$ cat src/rtl/hnf_link_txreq_send.sv
// HN-F TXREQ link transmitter: queues MSHR REQ flits and launches them onto the link against partner L-credits.
// Latency: a flit pushed in cycle N is earliest on the link in cycle N+2; FLITPEND leads FLITV by one cycle.
// Backpressure: ready = !fifo_full (independent of valid); queued flits wait while the L-credit count is zero.

`ifndef CHIE_REQ_FLIT_WIDTH
`define CHIE_REQ_FLIT_WIDTH 128
`endif

module hnf_link_txreq_fifo #(
    parameter int W     = 8,
    parameter int DEPTH = 4,
    parameter int CW    = $clog2(DEPTH) + 1
) (
    input  logic          clk,
    input  logic          rst,
    input  logic          push,
    input  logic [W-1:0]  push_dat,
    input  logic          pop,
    output logic [W-1:0]  head_dat,
    output logic [CW-1:0] count
);
    localparam int PW = $clog2(DEPTH);

    logic [W-1:0]  mem [DEPTH];
    logic [PW-1:0] wr_ptr;
    logic [PW-1:0] rd_ptr;

    // Pointers wrap naturally because DEPTH is a power of two.
    always_ff @(posedge clk or posedge rst) begin
        if (rst) begin
            wr_ptr <= '0;
            rd_ptr <= '0;
            count  <= '0;
        end else begin
            if (push) wr_ptr <= wr_ptr + 1'b1;
            if (pop)  rd_ptr <= rd_ptr + 1'b1;
            count <= count + CW'(push) - CW'(pop);
        end
    end

    always_ff @(posedge clk) begin
        if (push) mem[wr_ptr] <= push_dat;
    end

    assign head_dat = mem[rd_ptr];
endmodule

module hnf_link_txreq_send #(
    parameter int FIFO_DEPTH = 4,
    parameter int LCRD_MAX   = 15,
    parameter int CNT_WIDTH  = 4
) (
    input  logic                            clk,
    input  logic                            rst,
    input  logic                            mshr_txreq_valid_sx,
    input  logic [`CHIE_REQ_FLIT_WIDTH-1:0] mshr_txreq_flit_sx,
    output logic                            txreq_mshr_ready_sx,
    input  logic                            txreqlcrdv,
    output logic                            txreqflitpend,
    output logic                            txreqflitv,
    output logic [`CHIE_REQ_FLIT_WIDTH-1:0] txreqflit,
    output logic [CNT_WIDTH-1:0]            txreq_crd_cnt_q,
    output logic                            txreq_idle,
    output logic                            txreq_crd_ovf_err_q
);
    localparam int FW  = `CHIE_REQ_FLIT_WIDTH;
    localparam int FCW = $clog2(FIFO_DEPTH) + 1;

    logic [FCW-1:0]       fifo_cnt;
    logic [FCW-1:0]       fifo_cnt_nxt;
    logic [FW-1:0]        fifo_head;
    logic                 fifo_empty;
    logic                 fifo_full;
    logic                 push;
    logic                 send_s0;
    logic [CNT_WIDTH-1:0] crd_nxt;
    logic                 ovf_set;

    assign fifo_empty          = (fifo_cnt == '0);
    assign fifo_full           = (fifo_cnt == FCW'(FIFO_DEPTH));
    assign txreq_mshr_ready_sx = !fifo_full;
    assign push                = mshr_txreq_valid_sx && txreq_mshr_ready_sx;
    assign send_s0             = !fifo_empty && (txreq_crd_cnt_q != '0);
    assign fifo_cnt_nxt        = fifo_cnt + FCW'(push) - FCW'(send_s0);

    hnf_link_txreq_fifo #(
        .W     (FW),
        .DEPTH (FIFO_DEPTH),
        .CW    (FCW)
    ) u_fifo (
        .clk      (clk),
        .rst      (rst),
        .push     (push),
        .push_dat (mshr_txreq_flit_sx),
        .pop      (send_s0),
        .head_dat (fifo_head),
        .count    (fifo_cnt)
    );

    // Grant and consume in the same cycle cancel; a grant at LCRD_MAX is a partner protocol error.
    always_comb begin
        crd_nxt = txreq_crd_cnt_q;
        ovf_set = 1'b0;
        case ({txreqlcrdv, send_s0})
            2'b10: begin
                if (txreq_crd_cnt_q == CNT_WIDTH'(LCRD_MAX)) ovf_set = 1'b1;
                else                                         crd_nxt = txreq_crd_cnt_q + 1'b1;
            end
            2'b01:   crd_nxt = txreq_crd_cnt_q - 1'b1;
            default: ;
        endcase
    end

    always_ff @(posedge clk or posedge rst) begin
        if (rst) begin
            txreq_crd_cnt_q     <= '0;
            txreq_crd_ovf_err_q <= 1'b0;
            txreqflitv          <= 1'b0;
            txreqflit           <= '0;
            txreqflitpend       <= 1'b0;
        end else begin
            txreq_crd_cnt_q     <= crd_nxt;
            txreq_crd_ovf_err_q <= txreq_crd_ovf_err_q | ovf_set;
            txreqflitv          <= send_s0;
            txreqflit           <= send_s0 ? fifo_head : '0;
            txreqflitpend       <= (fifo_cnt_nxt != '0);
        end
    end

    assign txreq_idle = fifo_empty && !txreqflitv;

`ifdef DISPLAY_FATAL
    logic sent_with_crd_q;

    always_ff @(posedge clk or posedge rst) begin
        if (rst) sent_with_crd_q <= 1'b0;
        else     sent_with_crd_q <= send_s0 && (txreq_crd_cnt_q != '0);
    end

    always_ff @(posedge clk) begin
        if (!rst && txreqflitv && !sent_with_crd_q)
            $fatal(1, "hnf_link_txreq_send: flit launched without an L-credit");
    end
`endif
endmodule

$ cat config.mk
export PLATFORM = sky130hd
export DESIGN_NAME = hnf_link_txreq_send
export DESIGN_NICKNAME = d
export VERILOG_FILES = /design/src/rtl/hnf_link_txreq_send.sv
export SDC_FILE = /design/constraint.sdc
export NUM_CORES = 1
export LEC_CHECK = 0
export CORE_ASPECT_RATIO = 1.75
export CORE_MARGIN = 3
export CORE_UTILIZATION = 29
export CTS_CLUSTER_DIAMETER = 80
export DETAILED_ROUTE_END_ITERATION = 10
export GPL_TIMING_DRIVEN = 0
export PLACE_DENSITY = 0.6
export SYNTH_ARGS = -nofsm -noshare
export SYNTH_HDL_FRONTEND = slang
export SYNTH_SLANG_ARGS = --single-unit
$ cat constraint.sdc
create_clock -name clk -period 4.17 [get_ports clk]
set_input_delay 0.6255 -clock clk [delete_from_list [all_inputs] [get_ports clk]]
set_output_delay 0.6255 -clock clk [all_outputs]
set_load 0.05 [all_outputs]
==> results.json, run 1 <==
{
  "antenna_found_initial": 11,
  "drt_iter0_markers": 508,
  "synth_area_mm2": 0.0234,
  "yosysUniqueCellTypes": 37,
  "grt.met3_usage_pct": 3.43,
  "worstPathRequired_ps": 4650,
  "hold_violations": 0,
  "timing.rr.start": "txreq_crd_cnt_q[0]$_DFFE_PP0P_",
  "synth.most_common_cell": "edfxtp_1",
  "n_fill_cell": 7297,
  "multi_input_area_mm2": 0.00410,
  "ys.warnings.count": 0,
  "fin_nets": 1490,
  "cts_buffers": 58,
  "worst_pin_slew_ps": 833,
  "cts_tree": "done",
  "finalClockSkew_ps": 20.1,
  "clk_latency_ps": 610,
  "cp-end-kind": "flop",
  "ios": 269,
  "min_period_over_period_pct": 74.6,
  "synth_edf_count": 512,
  "path_max_fanout": 11,
  "cts-resized-gates": 0,
  "synthArstFlopShare_pct": 21.7,
  "fin_crit_ps": 3110,
  "layout-drive-gt1-share_pct": 20.5,
  "ys_ff_latch": 654,
  "grt_max_degree": 51,
  "r2r_setup_slack_ps": 1060,
  "cp.arrival_ps": 3590,
  "tns_ps": 0,
  "peakVddDrop_mv": 0.434,
  "synth.avg_cell_area_um2": 23.1,
  "synthCells": 1010,
  "max-cap-violations": 0,
  "synth_area_leader_cell": "edfxtp_1",
  "dr_total_vias": 10700,
  "r2r_cells": 12,
  "rsz0062_at_grt": "no",
  "viasPerCell": 4.37,
  "grt_overflow_total": 0,
  "hold_class": "in -> async",
  "synth_top_cells_by_count": "512 x edfxtp_1, 142 x dfrtp_1, 128 x mux4_2",
  "p_per_area_mw_per_mm2": 795,
  "die_h_um": 382,
  "drt_first_pass_iters": 5,
  "dp_hpwl_um": 33900,
  "wl_per_cell_um": 21.3,
  "cts_hold_buf": 0,
  "grt.total_usage_pct": 12.5,
  "grt_pass1_wl_um": 77900,
  "dp_slack_ps": 1060,
  "seqCellArea_mm2": 0.0189,
  "grt_util_met2_pct": 22.3,
  "setup_slack_ps": 1060,
  "post_cts_buffers": 0,
  "outcome": "complete, no violations",
  "num_rows": 137,
  "clkTransAtPathRegs_ps": 70,
  "die_area_mm2": 0.0842,
  "p_leak_nw": 10.1,
  "core-area_mm2": 0.0797,
  "critical_path_class": "reg -> reg",
  "clockBufferDepth": 3,
  "syn-num-nets": 1150,
  "timing.fmax_mhz": 321,
  "maxSlewViolCount": 0,
  "place_congestion": 0.702,
  "drtAntennaViolNets": 0,
  "whs_ps": 346,
  "start_util_pct": 29.3,
  "ys_top_cells_by_area": "edfxtp_1 66%, dfrtp_1 15%, mux4_2 12%",
  "finalWirelength_um": 52200,
  "fin_cells": 2448,
  "portBuffers": 268,
  "h-tree-depth": 2,
  "die_x_um": 221,
  "drc": 0,
  "grt_busiest_layer": "met2",
  "seq_area_frac_synth_pct": 81.0,
  "dp_cells": 2332,
  "clock-sinks": 654,
  "synth_ff_type": "edfxtp_1",
  "startpoint_type": "flop",
  "use_met1_pct": 14.0,
  "grt_pass1_vias": 12200,
  "final-setup-viol-count": 0,
  "area_delta_synth_final_pct": 26.9,
  "clockRootBuffer": "clkbuf_16",
  "slew_headroom_pct": 44.4,
  "worstReg2RegEnd": "txreqflitpend$_DFF_PP0_",
  "synth_top_area_share_pct": 65.8
}
## worst max path at each step
stage / startpoint / endpoint / slack, ps / depth (start not counted)
6_report: txreq_crd_cnt_q[0]$_DFFE_PP0P_ / txreqflitpend$_DFF_PP0_ / 1060 / 12
5_1_grt: txreq_crd_cnt_q[0]$_DFFE_PP0P_ / txreqflitpend$_DFF_PP0_ / 860 / 12
4_1_cts: txreq_crd_cnt_q[0]$_DFFE_PP0P_ / txreqflitpend$_DFF_PP0_ / 1030 / 12
3_5_place_dp: txreq_crd_cnt_q[0]$_DFFE_PP0P_ / txreqflitpend$_DFF_PP0_ / 1060 / 12
3_3_place_gp: mshr_txreq_valid_sx / u_fifo.mem[0][49]$_DFFE_PP_ / -570 / 2
2_1_floorplan: u_fifo.count[1]$_DFF_PP0_ / u_fifo.mem[0][0]$_DFFE_PP_ / 1100 / 3
## per-layer routing
layer / part of all wire, % / vias up
met1: 37 / 5669
met4: 3.1 / 6
met3: 6.4 / 82
met5: 0.079 / -
met2: 53 / 259
li1: - / 4687
## state kept, by name, summed over array words and instances (netlist names)
register,count
u_fifo.mem,512
txreqflitv,1
u_fifo.count,3
txreq_crd_cnt_q,4
txreqflit,128
txreqflitpend,1
txreq_crd_ovf_err_q,1
u_fifo.wr_ptr,2
u_fifo.rd_ptr,2
## per-stage QoR
stage | total power, mW | utilization, % | area (um2)
3_5_place_dp | 18.5 | 34.7 | 27700
6_report | 23.6 | 37.2 | 29600
2_1_floorplan | 15.3 | - | 23400
4_1_cts | 24.1 | 37.2 | 29600
5_1_grt | 24.8 | 37.2 | 29600
3_3_place_gp | 18.4 | 34.3 | 27400
## critical path, stage by stage, from the launching register on
cell     delay [ps]
dfrtp_1         470
nor4_2          400
or2_1           180
buf_6           130
inv_4            50
buf_2           190
ha_1            300
inv_1            40
ha_1            190
fa_1            400
xor2_1          180
xnor2_1         150
or3_1           310
## where the power goes
part           total [mW]  leakage (nW)  switching [mW]  internal, mW
logic                8.83          2.69            5.30          3.53
clock network        5.40         0.946            2.33          3.07
registers            9.33          6.42           0.459          8.87
total                23.6          10.1            8.09          15.5
## cell families after synthesis
family | Yosys count | share of synthesized area, %
fa+ha+maj | 8 | 0.460
buf+inv | 53 | 1.53
compound gates | 9 | 0.257
simple gates | 150 | 4.10
flops | 654 | 81.0
xor+xnor | 7 | 0.262
mux | 129 | 12.4
## layout by cell type, fill, tap and decap left out, drive strengths merged, types with 4 or more instances in the layout
| cell type | netlist | layout |
|---|---|---|
| dfrtp | 142 | 142 |
| clkbuf | 6 | 89 |
| xnor2 | 6 | 6 |
| ha | 7 | 7 |
| clkinv | 0 | 14 |
| bufinv | 0 | 4 |
| and3 | 5 | 5 |
| clkdlybuf4s50 | 0 | 268 |
| and2 | 129 | 129 |
| buf | 39 | 51 |
| diode | 0 | 6 |
| mux4 | 128 | 128 |
| edfxtp | 512 | 512 |
| clkinvlp | 0 | 6 |
| inv | 8 | 11 |
## area by class of cell
cell class                 count  area share (%)
antenna                        6          0.0507
buffer                        45            1.10
clock buffer                  83            5.66
clock inverter                27           0.912
inverter                       8           0.122
multi-input combinational    303            13.8
sequential                   654            63.9
tap                         1042            4.40
timing repair buffer         280            10.1
Note: power is estimated with default switching activity, not from simulation.
==> inputs of run 2 (changes only) <==
--- a/config.mk
+++ b/config.mk
@@ -11,7 +11,7 @@
 export CTS_CLUSTER_DIAMETER = 80
 export DETAILED_ROUTE_END_ITERATION = 10
 export GPL_TIMING_DRIVEN = 0
-export PLACE_DENSITY = 0.6
+export PLACE_DENSITY = 0.59
 export SYNTH_ARGS = -nofsm -noshare
 export SYNTH_HDL_FRONTEND = slang
 export SYNTH_SLANG_ARGS = --single-unit
==> constraint.sdc (replaced) <==
create_clock -name clk -period 3.2 [get_ports clk]
set_input_delay 0.48 -clock clk [delete_from_list [all_inputs] [get_ports clk]]
set_output_delay 0.48 -clock clk [all_outputs]
set_load 0.05 [all_outputs]
==> run 2 against run 1 <==
Compared with the run above: sequential share of layout area fell by 0.31 points; flip-flop and latch count did not move; clock-buffer cell count fell by 16; utilization rose by 0.19 points; die area did not move; wire length rose by 1.1%; non-clock buffer count rose by 3; critical path depth did not move.
==> results.json, run 2 (synthesized netlist as in run 1, its figures left out) <==
{
  "cts_tree": "done",
  "grt_pass1_vias": 12000,
  "cp_top_family": "adder cells",
  "reg_top3": "u_fifo.mem (512), txreqflit (128), txreq_crd_cnt_q (4)",
  "fin_util_pct": 37.4,
  "fin_crit_ps": 3020,
  "whs_ps": 300,
  "worst_pin_slew_ps": 1270,
  "startpoint_type": "flop",
  "grt_pass1_wl_um": 78700,
  "h-tree-depth": 2,
  "antenna_found_initial": 7,
  "worstPathRequired_ps": 3680,
  "clkTransAtPathRegs_ps": 70,
  "path_common_cell": "ha_1",
  "die_h_um": 382,
  "ios": 269,
  "area_delta_synth_final_pct": 27.5,
  "startpoint": "txreq_crd_cnt_q[1]$_DFFE_PP0P_",
  "die_x_um": 221,
  "cpPeakStageDelay_ps": 480,
  "path_cells": "nor4_4 > or2_1 > buf_6 > inv_4 > buf_2 > ha_1 > inv_1 > ha_1 > fa_1 > xor2_1 > xnor2_1 > or3_1",
  "cp.arrival_ps": 3510,
  "finalClockSkew_ps": 16.4,
  "finalWirelength_um": 52700,
  "final_common_cell": "edfxtp_1",
  "drtAntennaViolNets": 0,
  "num_rows": 137,
  "drt_first_pass_iters": 4,
  "cp-end-kind": "flop",
  "use_met1_pct": 14.6,
  "cp_slowest_cell": "dfrtp_2",
  "slew_headroom_pct": 15.4,
  "grt_busiest_layer": "met2",
  "grt_max_degree": 51,
  "place_congestion": 0.712,
  "viasPerCell": 4.37,
  "grt.met3_usage_pct": 2.91,
  "clockBufferDepth": 3,
  "rsz0062_at_grt": "no",
  "hold_violations": 0,
  "clock-sinks": 654,
  "hold_class": "in -> async",
  "grt.total_usage_pct": 12.6,
  "clockRootBuffer": "clkbuf_16",
  "maxSlewViolCount": 0,
  "top_register": "u_fifo.mem",
  "largest_reg_flops": 512,
  "outcome": "complete, no violations",
  "cts_buffers": 60,
  "dr_total_vias": 10700,
  "dp_cells": 2332,
  "core-area_mm2": 0.0797,
  "fin_nets": 1495,
  "max-cap-violations": 0,
  "layout-drive-gt1-share_pct": 21.5,
  "start_util_pct": 29.3,
  "worst-path-buf-inv": 4,
  "critical_path_class": "reg -> reg",
  "final_cell_mix": "512 x edfxtp_1, 268 x clkdlybuf4s50_1, 139 x dfrtp_1, 128 x mux4_2, 121 x and2_1",
  "die_area_mm2": 0.0842,
  "drt_iter0_markers": 532,
  "min_period_over_period_pct": 94.4,
  "portBuffers": 268,
  "wl_per_cell_um": 21.5,
  "grt_overflow_total": 0,
  "grt_util_met2_pct": 22.8,
  "dp_hpwl_um": 34100,
  "peakVddDrop_mv": 0.567,
  "fin_cells": 2449,
  "timing.fmax_mhz": 331,
  "final-setup-viol-count": 0,
  "path_max_fanout": 11,
  "drc": 0,
  "p_per_area_mw_per_mm2": 1050,
  "clk_latency_ps": 610,
  "timing.rr.start": "txreq_crd_cnt_q[1]$_DFFE_PP0P_",
  "p_leak_nw": 10.1
}
## run 2: power by group
part / switching, mW / leakage [nW] / internal (mW)
Sequential: 0.643 / 6.42 / 11.6
Clock: 3.18 / 1.01 / 4.29
Combinational: 6.85 / 2.71 / 4.62
## run 2: repair_timing
item,in CTS,in global routing
resized for setup,0,5
hold buffers,0,0
setup endpoints to repair,0,1
buffers inserted,0,3
## run 2: through the flow
stage	TNS (ps)	worst slack (ps)	total power, mW	area, um2
after floorplan	0	132	19.9	23400
after global placement	-817830	-1340	23.9	27400
after detailed placement	0	60.9	24.2	27700
after CTS	0	53.3	31.8	29700
after global routing	0	39.8	32.7	29800
final	0	178	31.1	29800
## run 2: worst paths after layout
kind,slack [ps],endpoint,cells after the start
worst max-delay path,180,txreqflitpend$_DFF_PP0_,12
worst min-delay path,300,txreqflit[92]$_DFF_PP0_,2
worst max register to register,180,txreqflitpend$_DFF_PP0_,12
worst min register to register,490,txreq_crd_ovf_err_q$_DFF_PP0_,1
max in group asynchronous,2010,txreq_crd_cnt_q[0]$_DFFE_PP0P_,4
min in group clk,490,txreq_crd_ovf_err_q$_DFF_PP0_,1
## run 2: worst reg2reg max path, delay by kind of cell, from the launching register on
kind	cells	cell delay (ps)
buf+inv	4	410
simple gates	3	760
fa+ha+maj	3	920
flops	1	480
xor+xnor	2	330
## run 2: layout make-up
class | count | area (um2)
Timing Repair Buffer | 283 | 3010
Buffer | 45 | 324
Clock inverter | 44 | 497
Tap cell | 1042 | 1300
Inverter | 8 | 36.3
Sequential cell | 654 | 18900
Fill cell | 7327 | 49900
Multi-Input combinational cell | 303 | 4120
Antenna cell | 3 | 7.51
Clock buffer | 67 | 1570
## run 2: per-layer routing
| layer | vias to the layer above | share of wire (%) |
|---|---|---|
| met2 | 274 | 53 |
| met5 | - | 0.051 |
| met4 | 4 | 2.6 |
| li1 | 4698 | - |
| met1 | 5641 | 38 |
| met3 | 82 | 6.0 |
